## src/rtl/dff_char_sequencer.sv

```systemverilog
// dff_char_sequencer
//
// Purpose: on-chip stimulus and checker sequencer for the setup-time
// characterization of one D flip-flop. It sweeps a delay-line code from
// CODE_MAX down to 0. Each step runs these phases:
//   - CLR:    clear the DUT to 0 with a capture strobe.
//   - HOLD:   check that the DUT reads 0 (init check).
//   - LAUNCH: drive a 1 together with a capture strobe that the external
//             delay line skews by delay_code.
//   - SETTLE: check that the DUT reads 1 (data check).
// The block records where capture first fails.
//
// Optional feature: define DFF_CHAR_SWEEP_ALL_EN to keep sweeping after a
// failure, down to code 0, and count every failing step. When it is not
// defined, the sweep stops after the first failing step.
//
// Ports:
//   clk         sole clock
//   rst_n       asynchronous active-low reset
//   start       one-cycle sweep request, honoured only in IDLE
//   dut_dout    DUT flop output (already synchronous to clk)
//   dut_din     DUT data input
//   cap_pulse   one-cycle capture strobe, sent to the delay line
//   delay_code  delay line setting
//   busy        high from start acceptance until the sweep ends
//   done        one-cycle pulse at sweep end
//   fail_found  at least one step failed
//   fail_code   highest (first) failing code
//   fail_count  number of failing steps, saturating
module dff_char_sequencer #(
  parameter int CODE_W   = 7,
  parameter int CODE_MAX = 100,
  parameter int TICK     = 4,
  parameter int CNT_W    = 8
) (
  input  logic              clk,
  input  logic              rst_n,
  input  logic              start,
  input  logic              dut_dout,
  output logic              dut_din,
  output logic              cap_pulse,
  output logic [CODE_W-1:0] delay_code,
  output logic              busy,
  output logic              done,
  output logic              fail_found,
  output logic [CODE_W-1:0] fail_code,
  output logic [CNT_W-1:0]  fail_count
);

  typedef enum logic [2:0] {IDLE, CLR, HOLD, LAUNCH, SETTLE, NEXT, FIN} state_t;

  localparam int TW = $clog2(TICK + 1);
  localparam logic [TW-1:0] TICK_LAST   = TW'(TICK - 1);
  localparam logic [TW-1:0] SETTLE_LAST = TW'(TICK - 2);

  state_t        state, state_nxt;
  logic [TW-1:0] tick_cnt;
  logic          step_fail;
  logic          clr_last, hold_last, settle_last;
  logic          init_bad, data_bad, step_bad, stop;

  assign clr_last    = (state == CLR)    && (tick_cnt == TICK_LAST);
  assign hold_last   = (state == HOLD)   && (tick_cnt == TICK_LAST);
  assign settle_last = (state == SETTLE) && (tick_cnt == SETTLE_LAST);

  assign init_bad = hold_last && dut_dout;
  assign data_bad = settle_last && !dut_dout;
  // A step that already failed its init check is counted only once, here.
  assign step_bad = step_fail || data_bad;

`ifdef DFF_CHAR_SWEEP_ALL_EN
  assign stop = (delay_code == '0);
`else
  assign stop = step_fail || (delay_code == '0);
`endif

  // The phase counter restarts on every state change, so each phase
  // measures its own length from zero.
  always_ff @(posedge clk or negedge rst_n) begin
    if (!rst_n) begin
      state    <= IDLE;
      tick_cnt <= '0;
    end else begin
      state    <= state_nxt;
      tick_cnt <= (state_nxt != state) ? '0 : tick_cnt + 1'b1;
    end
  end

  always_comb begin
    state_nxt = state;
    case (state)
      IDLE:    if (start)       state_nxt = CLR;
      CLR:     if (clr_last)    state_nxt = HOLD;
      HOLD:    if (hold_last)   state_nxt = LAUNCH;
      LAUNCH:                   state_nxt = SETTLE;
      SETTLE:  if (settle_last) state_nxt = NEXT;
      NEXT:                     state_nxt = stop ? FIN : CLR;
      FIN:                      state_nxt = IDLE;
      default:                  state_nxt = IDLE;
    endcase
  end

  always_comb begin
    dut_din   = (state == LAUNCH) || (state == SETTLE);
    cap_pulse = clr_last || (state == LAUNCH);
    done      = (state == FIN);
  end

  // The step verdict is written at the end of SETTLE, so step_fail is
  // already valid when NEXT decides whether to stop.
  always_ff @(posedge clk or negedge rst_n) begin
    if (!rst_n) begin
      delay_code <= '0;
      busy       <= 1'b0;
      fail_found <= 1'b0;
      fail_code  <= '0;
      fail_count <= '0;
      step_fail  <= 1'b0;
    end else begin
      if ((state == IDLE) && start) begin
        delay_code <= CODE_W'(CODE_MAX);
        busy       <= 1'b1;
        fail_found <= 1'b0;
        fail_code  <= '0;
        fail_count <= '0;
        step_fail  <= 1'b0;
      end
      if (init_bad) begin
        step_fail <= 1'b1;
      end
      if (settle_last && step_bad) begin
        step_fail <= 1'b1;
        if (!fail_found) begin
          fail_found <= 1'b1;
          fail_code  <= delay_code;
        end
        if (fail_count != '1) begin
          fail_count <= fail_count + 1'b1;
        end
      end
      if (state == NEXT) begin
        step_fail <= 1'b0;
        if (!stop) begin
          delay_code <= delay_code - 1'b1;
        end
      end
      if (state == FIN) begin
        busy <= 1'b0;
      end
    end
  end

endmodule

```

## config.mk

```make
export PLATFORM = sky130hd
export DESIGN_NAME = dff_char_sequencer
export DESIGN_NICKNAME = d
export VERILOG_FILES = /design/src/rtl/dff_char_sequencer.sv
export SDC_FILE = /design/constraint.sdc
export NUM_CORES = 1
export LEC_CHECK = 0
export ABC_AREA = 1
export ABC_CLOCK_PERIOD_IN_PS = 1700
export CAP_MARGIN = 40
export CORE_MARGIN = 1.5
export CORE_UTILIZATION = 35
export DETAILED_ROUTE_END_ITERATION = 6
export DONT_BUFFER_PORTS = 1
export PLACE_DENSITY = 0.5
export SLEW_MARGIN = 20
export SYNTH_ARGS = -nofsm -noshare
export SYNTH_HDL_FRONTEND = slang
export SYNTH_SLANG_ARGS = --single-unit
```

## constraint.sdc

```tcl
create_clock -name clk -period 1.7 [get_ports clk]
set_input_delay 0.255 -clock clk [delete_from_list [all_inputs] [get_ports clk]]
set_output_delay 0.255 -clock clk [all_outputs]
set_load 0.02 [all_outputs]
```

; Word-level counts from Yosys, hierarchy flattened
; Index checks and enable logic that the tools add are counted.
[classes]
n_reduce_logical = 16
n_eq_ne = 10
add_sub_neg = 3
mux = 25
[op_table]
columns = operator, n
row1 = 7-bit two-way mux, 6
row2 = 8-bit two-way mux, 3
row3 = 3-bit two-way mux, 6
row4 = 3-bit one-hot mux with 6 select lines, 1
row5 = 3-bit by 2-bit == test with 1-bit output (second input constant), 4
row6 = 3-bit == test (second input constant), 3
row7 = 1-bit two-way mux, 9
row8 = 8-bit by 1-bit adder with 8-bit output (second input constant), 1
row9 = 8-bit inequality test (second input constant), 1
row10 = 1-bit logical AND, 7
row11 = 7-bit zero test, 1
row12 = 7-bit by 1-bit subtractor with 7-bit output (second input constant), 1
row13 = 1-bit logical OR, 4
row14 = 4-bit nonzero test, 1
row15 = 3-bit by 1-bit adder with 3-bit output (second input constant), 1
row16 = 3-bit by 1-bit == test with 1-bit output (second input constant), 1
row17 = 3-bit zero test, 1
row18 = 3-bit inequality test, 1
row19 = 2-bit nonzero test, 1
row20 = 1-bit zero test, 1
[word_totals]
out_inout_bits = 27
reg_bits = 31
in_bits = 4

; Longest topological paths before layout
; Gate-level depths: netlist of run 1.
[logic_depth]
ltp_word = 7
mapped_depth = 12
ltp_nobuf = 12

; Least setup slack after synthesis of run 1
; OpenSTA, ideal clock, no wires.
[synth_timing]
kind = reg2reg
from = register fail_count[0]
to = register fail_count[5]
path_slack_ps = 81
stages_incl_launch_ff = 9
synth_period_minus_slack_ps = 1619
t_required_ps = 1583
arrival_time_ps = 1502
setup_ps = 117
n_path_buf = 0
cell_sequence = dfrtp_1 > ha_1 > nand3_1 > nor2_1 > nand4_1 > nand2_4 > nor2_4 > o21ai_1 > inv_1
[synth_via]
elab_chain_len = 3
word_cells_on_any_way = 4
cone_classes = add/sub: 1 / eq/ne: 1 / mux: 2
[synth_lines]
columns = item, line_no
row1 = "start, declared", 47  ; output logic [CNT_W-1:0] fail_count
row2 = "start signal, assigned", 138  ; fail_count <= fail_count + 1'b1;
row3 = 8-bit by 1-bit adder with 8-bit output / 8-bit inequality test (equally long branches), "138, 137"
row4 = 8-bit two-way mux *, 137  ; if (fail_count != '1) begin
row5 = 8-bit two-way mux *, 131  ; if (settle_last && step_bad) begin
; Every way passes the cells marked *; elsewhere a longest branch is shown, timed or not.
; A chain may end at the register's enable or synchronous reset.

; Final worst setup path of run 1
[layout_timing]
from = register tick_cnt[0]
to = output port cap_pulse
[layout_via]
elab_chain_len = 3
[layout_lines]
columns = item, line_no
row1 = "start, declared", 57  ; logic [TW-1:0] tick_cnt;
row2 = "start signal, assigned", 85  ; tick_cnt <= (state_nxt != state) ? '0 : tick_cnt + 1'b1;
row3 = 3-bit by 2-bit == test with 1-bit output, 62  ; assign clr_last = (state == CLR) && (tick_cnt == TICK_LAST);
row4 = 1-bit logical AND, 62
row5 = 1-bit logical OR, 105  ; cap_pulse = clr_last || (state == LAUNCH);
row6 = "end, declared", 41  ; output logic cap_pulse,
; No other way between the ends.

==> results.sh, run 1 <==
export IMPL_synth_top_area_cell="dfrtp_1"
export IMPL_fmax_ghz=0.626
export IMPL_fillers=434
export IMPL_num_rows=24
export IMPL_grt_pass1_vias=1403
export IMPL_crit_buf_inv=0
export IMPL_mostFrequentLayoutCells="nand2_1 (32), dfrtp_1 (31), inv_1 (28), nand3_1 (22), buf_4 (21)"
export IMPL_fp_dieH_um=72.1
export IMPL_maxCapViolCount=0
export IMPL_r2r_slack_ns=0.13
export IMPL_synthDistinctLibCells=27
export IMPL_synth_warnings=0
export IMPL_core_area_um2=4470
export IMPL_overflow=0
export IMPL_syn_nets=203
export IMPL_cts_max_level=2
export IMPL_slew_viol_final=0
export IMPL_dieArea_um2=5200
export IMPL_vias=1395
export IMPL_place_congestion=0.793
export IMPL_clkLatencyLatePin_ns=0.29
export IMPL_crit_chain="ha_1 > ha_1 > nand3_1 > nand2_2"
export IMPL_initial_core_util=0.374
export IMPL_tightest_slew_ns=0.310
export IMPL_hold_start="dut_dout"
export IMPL_p_leak_nw=0.980
export IMPL_wirelength_um=3820
export IMPL_ir_worst_vdd_mv=0.531
export IMPL_status="completed"
export IMPL_endpoint_kind="output pin"
export IMPL_crit_path_max_fanout=3
export IMPL_root_buffer="clkbuf_8"
export IMPL_hold_viol_final=0
export IMPL_maxSlewHeadroom=0.793
export IMPL_worstPathArrival_ns=1.34
export IMPL_cpMostUsedCell="ha_1"
export IMPL_postSynthCellCount=194
export IMPL_drive_above_1_share=0.254
export IMPL_port_buffers=0
export IMPL_grt_use_total=0.163
export IMPL_nNetsFinal=232
export IMPL_synth_area_leaders="dfrtp_1 (46%), nand2_1 (7.4%), nand3_1 (6.6%)"
export IMPL_p_per_area_nw_per_um2=1260
export IMPL_ant_nets=0
export IMPL_io_pins=31
export IMPL_grt_pass1_wl_um=6440
export IMPL_syn_cell_area_um2=1670
export IMPL_dpl_instance_area_um2=1870
export IMPL_hpwl_um=2830
export IMPL_final_cell_area_um2=2020
export IMPL_firstDrtPassIters=4
export IMPL_area_growth_pct=21.1
export IMPL_startpoint="tick_cnt[0]$_DFF_PN0_"
export IMPL_antenna_cells=0
export IMPL_clk_pin_slew_ns=0.08
export IMPL_yosysTopAreaCellShare=0.464
export IMPL_grt_max_degree=32
export IMPL_setup_violations_final=0
export IMPL_clock_sinks=31
export IMPL_ys_ff_latch=31
export IMPL_placed_cells=264
export IMPL_final_common_cell="nand2_1"
export IMPL_tritoncts="built"
export IMPL_period_minus_slack_ns=1.60
export IMPL_drtIter0Drc=93
export IMPL_stdcell_count=276
export IMPL_reg2reg_from="tick_cnt[0]$_DFF_PN0_"
export IMPL_antenna_found_initial=0
export IMPL_cp_start_kind="flip-flop"
export IMPL_critPathRequiredTime_ns=1.44
export IMPL_synth_avg_cell_area_um2=8.62
export IMPL_wl_per_cell_um=13.9
export IMPL_yosysSeqAreaShare=0.464
export IMPL_drcViolationCount=0
export IMPL_die_x_um=72.1
export IMPL_cp_top_family="adder cells"
export IMPL_numCtsBuffers=5
export IMPL_hp_class="primary input to flip-flop"
export IMPL_via_per_inst=5.05
export IMPL_max_stage_delay_ns=0.40
export IMPL_critPathKind="flip-flop to output pin"
export IMPL_fin_crit_sh=0.939
export IMPL_clock_skew_ns=0.00947
export IMPL_slowest_stage="dfrtp_1"
export IMPL_cts_path_max_buffers=2
[stage by stage]
stage / TNS (ns) / power [W] / util / worst slack [ns] / hold slack [ns]
after floorplan: 0 / 0.00161 / - / 0.0806 / -0.0406
after global placement: 0 / 0.00190 / 0.418 / 0.116 / -0.0399
after detailed placement: 0 / 0.00193 / 0.418 / 0.104 / -0.0396
after CTS: 0 / 0.00256 / 0.445 / 0.0462 / 0.187
after global routing: -0.00872 / 0.00275 / 0.452 / -0.00757 / 0.201
final: 0 / 0.00255 / 0.452 / 0.104 / 0.195
[power breakdown]
| group | total (W) | switching (W) | internal, W |
|---|---|---|---|
| logic | 0.000989 | 0.000646 | 0.000343 |
| registers | 0.000967 | 0.000111 | 0.000856 |
| clock network | 0.000592 | 0.000307 | 0.000285 |
[state kept, by name, summed over array words and instances (netlist names)]
signal and cells:
fail_found 1, fail_code 7, busy 1, fail_count 8, state 3, tick_cnt 3
step_fail 1, delay_code 7
[final timing paths]
check / to / cells after the start
max: cap_pulse / 4
min: fail_code[6]$_DFF_PN0_ / 3
max reg2reg: fail_count[5]$_DFF_PN0_ / 11
min reg2reg: tick_cnt[0]$_DFF_PN0_ / 1
max in group asynchronous: busy$_DFFE_PN0P_ / 2
min in group asynchronous: fail_code[6]$_DFF_PN0_ / 2
[cell families (layout without fill, tap and decap cells)]
family / count (synthesis) / in the layout / share of synthesized area
AO/OA/AOI/OAI: 30 / 30 / 0.118
buffers and inverters: 31 / 61 / 0.0748
flip-flops: 31 / 31 / 0.464
adder cells (fa/ha/maj): 5 / 5 / 0.0374
XOR/XNOR: 5 / 5 / 0.0262
AND/OR/NAND/NOR: 92 / 92 / 0.279
[cell usage after synthesis, drive strengths merged]
library cell and instances:
nand2 36, dfrtp 31, inv 29, nand3 28
nor2 22, o21ai 20, ha 5, nand4 4
o22ai 4, xor2 4, a21oi 3, buf 2
nor3 2, a21o 1, a22oi 1, o211ai 1
xnor2 1
[timing repair]
| item | CTS | global route |
|---|---|---|
| setup buffers | 0 | 2 |
| hold buffers | 2 | 0 |
| resized for setup | 0 | 6 |
| endpoints found under the hold margin | 31 | 0 |
| endpoints found under the setup margin | 0 | 13 |
[area by class of cell]
type / instances / area [um^2] / area share
multi-input combinational: 132 / 787 / 0.389
clock inverter: 3 / 20.0 / 0.00989
sequential: 31 / 776 / 0.383
clock buffer: 5 / 68.8 / 0.0340
timing repair buffer: 24 / 199 / 0.0983
tap: 52 / 65.1 / 0.0321
inverter: 29 / 109 / 0.0538
[metal layers]
layer | track usage | wire, um | up-vias
met5 | 0 | 0 | -
met4 | 0.0650 | 63 | 0
met3 | 0.0542 | 183 | 8
met2 | 0.278 | 1870 | 27
met1 | 0.188 | 1710 | 664
li1 | - | - | 696
[worst reg2reg max path: stages (launching register included)]
cell	delay, ns
dfrtp_1	0.40
inv_1	0.06
ha_1	0.13
inv_1	0.04
nor2_2	0.08
nand3_2	0.11
a21oi_4	0.25
nand2_4	0.12
nor2_4	0.10
nand2_1	0.05
o21ai_1	0.06
inv_1	0.05
Power figures use the tool's default switching activity.
==> inputs of run 2 (changes only) <==
--- a/config.mk
+++ b/config.mk
@@ -13,6 +13,7 @@
 export DETAILED_ROUTE_END_ITERATION = 6
 export DONT_BUFFER_PORTS = 1
 export PLACE_DENSITY = 0.5
+export SETUP_SLACK_MARGIN = 0.05
 export SLEW_MARGIN = 20
 export SYNTH_ARGS = -nofsm -noshare
 export SYNTH_HDL_FRONTEND = slang
==> results.sh, run 2 (synthesis results as in run 1) <==
export IMPL_status="completed"
export IMPL_seqPwrFrac=0.376
export IMPL_crit_buf_inv=3
export IMPL_rsz0062_at_grt="true"
export IMPL_setup_tns_ns=0
export IMPL_hold_viol_final=0
export IMPL_crit_path_max_fanout=7
export IMPL_wl_per_cell_um=13.9
export IMPL_cp_start_kind="flip-flop"
export IMPL_final_cell_area_um2=2090
export IMPL_core_area_um2=4470
export IMPL_mostFrequentLayoutCells="nand2_1 (31), dfrtp_1 (31), inv_1 (28), buf_4 (22), nand3_1 (20)"
export IMPL_netSwitchingFraction=0.419
export IMPL_port_buffers=0
export IMPL_fin_crit_sh=0.921
export IMPL_io_pins=31
export IMPL_drtIter0Drc=80
export IMPL_clkLatencyLatePin_ns=0.29
export IMPL_firstDrtPassIters=5
export IMPL_tritoncts="built"
export IMPL_p_leak_nw=0.994
export IMPL_ant_nets=0
export IMPL_wirelength_um=3890
export IMPL_cts_max_level=2
export IMPL_placed_cells=264
export IMPL_crit_chain="inv_1 > ha_1 > inv_1 > nor2_2 > nand3_2 > a21oi_4 > buf_12 > nand2_8 > nand3_1 > o21ai_2"
export IMPL_p_per_area_nw_per_um2=1230
export IMPL_r2r_cells=10
export IMPL_place_congestion=0.793
export IMPL_clk_pin_slew_ns=0.08
export IMPL_tightest_slew_ns=0.329
export IMPL_grt_use_total=0.163
export IMPL_stdcell_count=279
export IMPL_dpl_instance_area_um2=1870
export IMPL_power_frac_comb=0.395
export IMPL_antenna_cells=0
export IMPL_critPathRequiredTime_ns=1.88
export IMPL_fillers=422
export IMPL_ir_worst_vdd_mv=0.531
export IMPL_via_per_inst=5.08
export IMPL_maxCapViolCount=0
export IMPL_nNetsFinal=235
export IMPL_period_minus_slack_ns=1.57
export IMPL_cts_path_max_buffers=2
export IMPL_overflow=0
export IMPL_grt_pass1_vias=1403
export IMPL_dieArea_um2=5200
export IMPL_worstPathArrival_ns=1.75
export IMPL_cp_top_family="flip-flops"
export IMPL_max_stage_delay_ns=0.40
export IMPL_fmax_ghz=0.639
export IMPL_reg_largest_list="fail_count x8, delay_code x7, fail_code x7"
export IMPL_drive_above_1_share=0.295
export IMPL_maxSlewHeadroom=0.780
export IMPL_vias=1417
export IMPL_hp_class="primary input to flip-flop"
export IMPL_fp_dieH_um=72.1
export IMPL_largest_reg_flops=8
export IMPL_top_register="fail_count"
export IMPL_p_clk_frac=0.229
export IMPL_grt_max_degree=32
export IMPL_num_rows=24
export IMPL_slowest_stage="dfrtp_1"
export IMPL_path_depth=10
export IMPL_drcViolationCount=0
export IMPL_root_buffer="clkbuf_8"
export IMPL_grt_pass1_wl_um=6440
export IMPL_whs_ns=0.213
export IMPL_hold_path_cell_count=2
export IMPL_power_switching_w=0.00108
export IMPL_slew_viol_final=0
export IMPL_clock_sinks=31
export IMPL_clock_skew_ns=0.00893
export IMPL_intPower_w=0.00150
export IMPL_area_growth_pct=25.3
export IMPL_antenna_found_initial=0
export IMPL_die_x_um=72.1
export IMPL_setup_violations_final=0
export IMPL_hpwl_um=2830
export IMPL_cpMostUsedCell="inv_1"
export IMPL_endpoint_kind="flip-flop"
export IMPL_numCtsBuffers=5
export IMPL_initial_core_util=0.374
export IMPL_critPathKind="flip-flop to flip-flop"
run 2: changes by cell type in the layout (fill, tap and decap cells not counted), moves of 2 or more:
cell	before	now
nand3_1	22	20
nor2_1	17	14
nand3_2	6	8
nor2_2	3	6
run 2: worst paths after layout:
path / to / from / slack (ns)
min in group asynchronous: fail_code[6]$_DFF_PN0_ / rst_n / 0.40
worst min register to register: tick_cnt[0]$_DFF_PN0_ / tick_cnt[0]$_DFF_PN0_ / 0.47
worst max-delay path: fail_code[3]$_DFF_PN0_ / tick_cnt[0]$_DFF_PN0_ / 0.13
max in group asynchronous: busy$_DFFE_PN0P_ / rst_n / 1.12
worst max register to register: fail_code[3]$_DFF_PN0_ / tick_cnt[0]$_DFF_PN0_ / 0.13
worst min-delay path: busy$_DFFE_PN0P_ / start / 0.21
run 2: timing repair:
item	in CTS	in global routing
buffers inserted	0	4
cloned	0	1
gates resized for setup	1	14
hold endpoints to repair	31	0
setup endpoints to repair	1	17
hold buffers	2	0
pin swaps	0	4
run 2: layout make-up:
type / count / area [um^2] / area share
Inverter: 29 / 109 / 0.0520
Clock inverter: 3 / 20.0 / 0.00956
Multi-Input combinational cell: 133 / 830 / 0.396
Timing Repair Buffer: 26 / 226 / 0.108
Sequential cell: 31 / 776 / 0.370
Tap cell: 52 / 65.1 / 0.0311
Clock buffer: 5 / 68.8 / 0.0329
run 2: metal layers:
metal / wire, um / up-vias / GRT usage / share of wire
met5: 0 / - / 0 / 0
met4: 63 / 0 / 0.0650 / 0.016
met3: 180 / 8 / 0.0542 / 0.046
met2: 1930 / 22 / 0.278 / 0.50
met1: 1710 / 685 / 0.188 / 0.44
li1: - / 702 / - / -
run 2: power by group through the flow:
| stage | clock, W | sequential, W | combinational, W |
|---|---|---|---|
| 6_report | 0.000591 | 0.000969 | 0.00102 |
| 5_1_grt | 0.000645 | 0.000988 | 0.00115 |
| 4_1_cts | 0.000616 | 0.000968 | 0.000976 |
| 3_5_place_dp | 0 | 0.000983 | 0.000946 |
| 3_3_place_gp | 0 | 0.000978 | 0.000926 |
| 2_1_floorplan | 0 | 0.00105 | 0.000567 |
run 2: through the flow:
stage	power (W)	util	worst slack (ns)
5_1_grt	0.00278	0.468	0.00234
4_1_cts	0.00256	0.445	0.0619
3_5_place_dp	0.00193	0.418	0.104
2_1_floorplan	0.00161	-	0.0806
6_report	0.00258	0.468	0.134
3_3_place_gp	0.00190	0.418	0.116
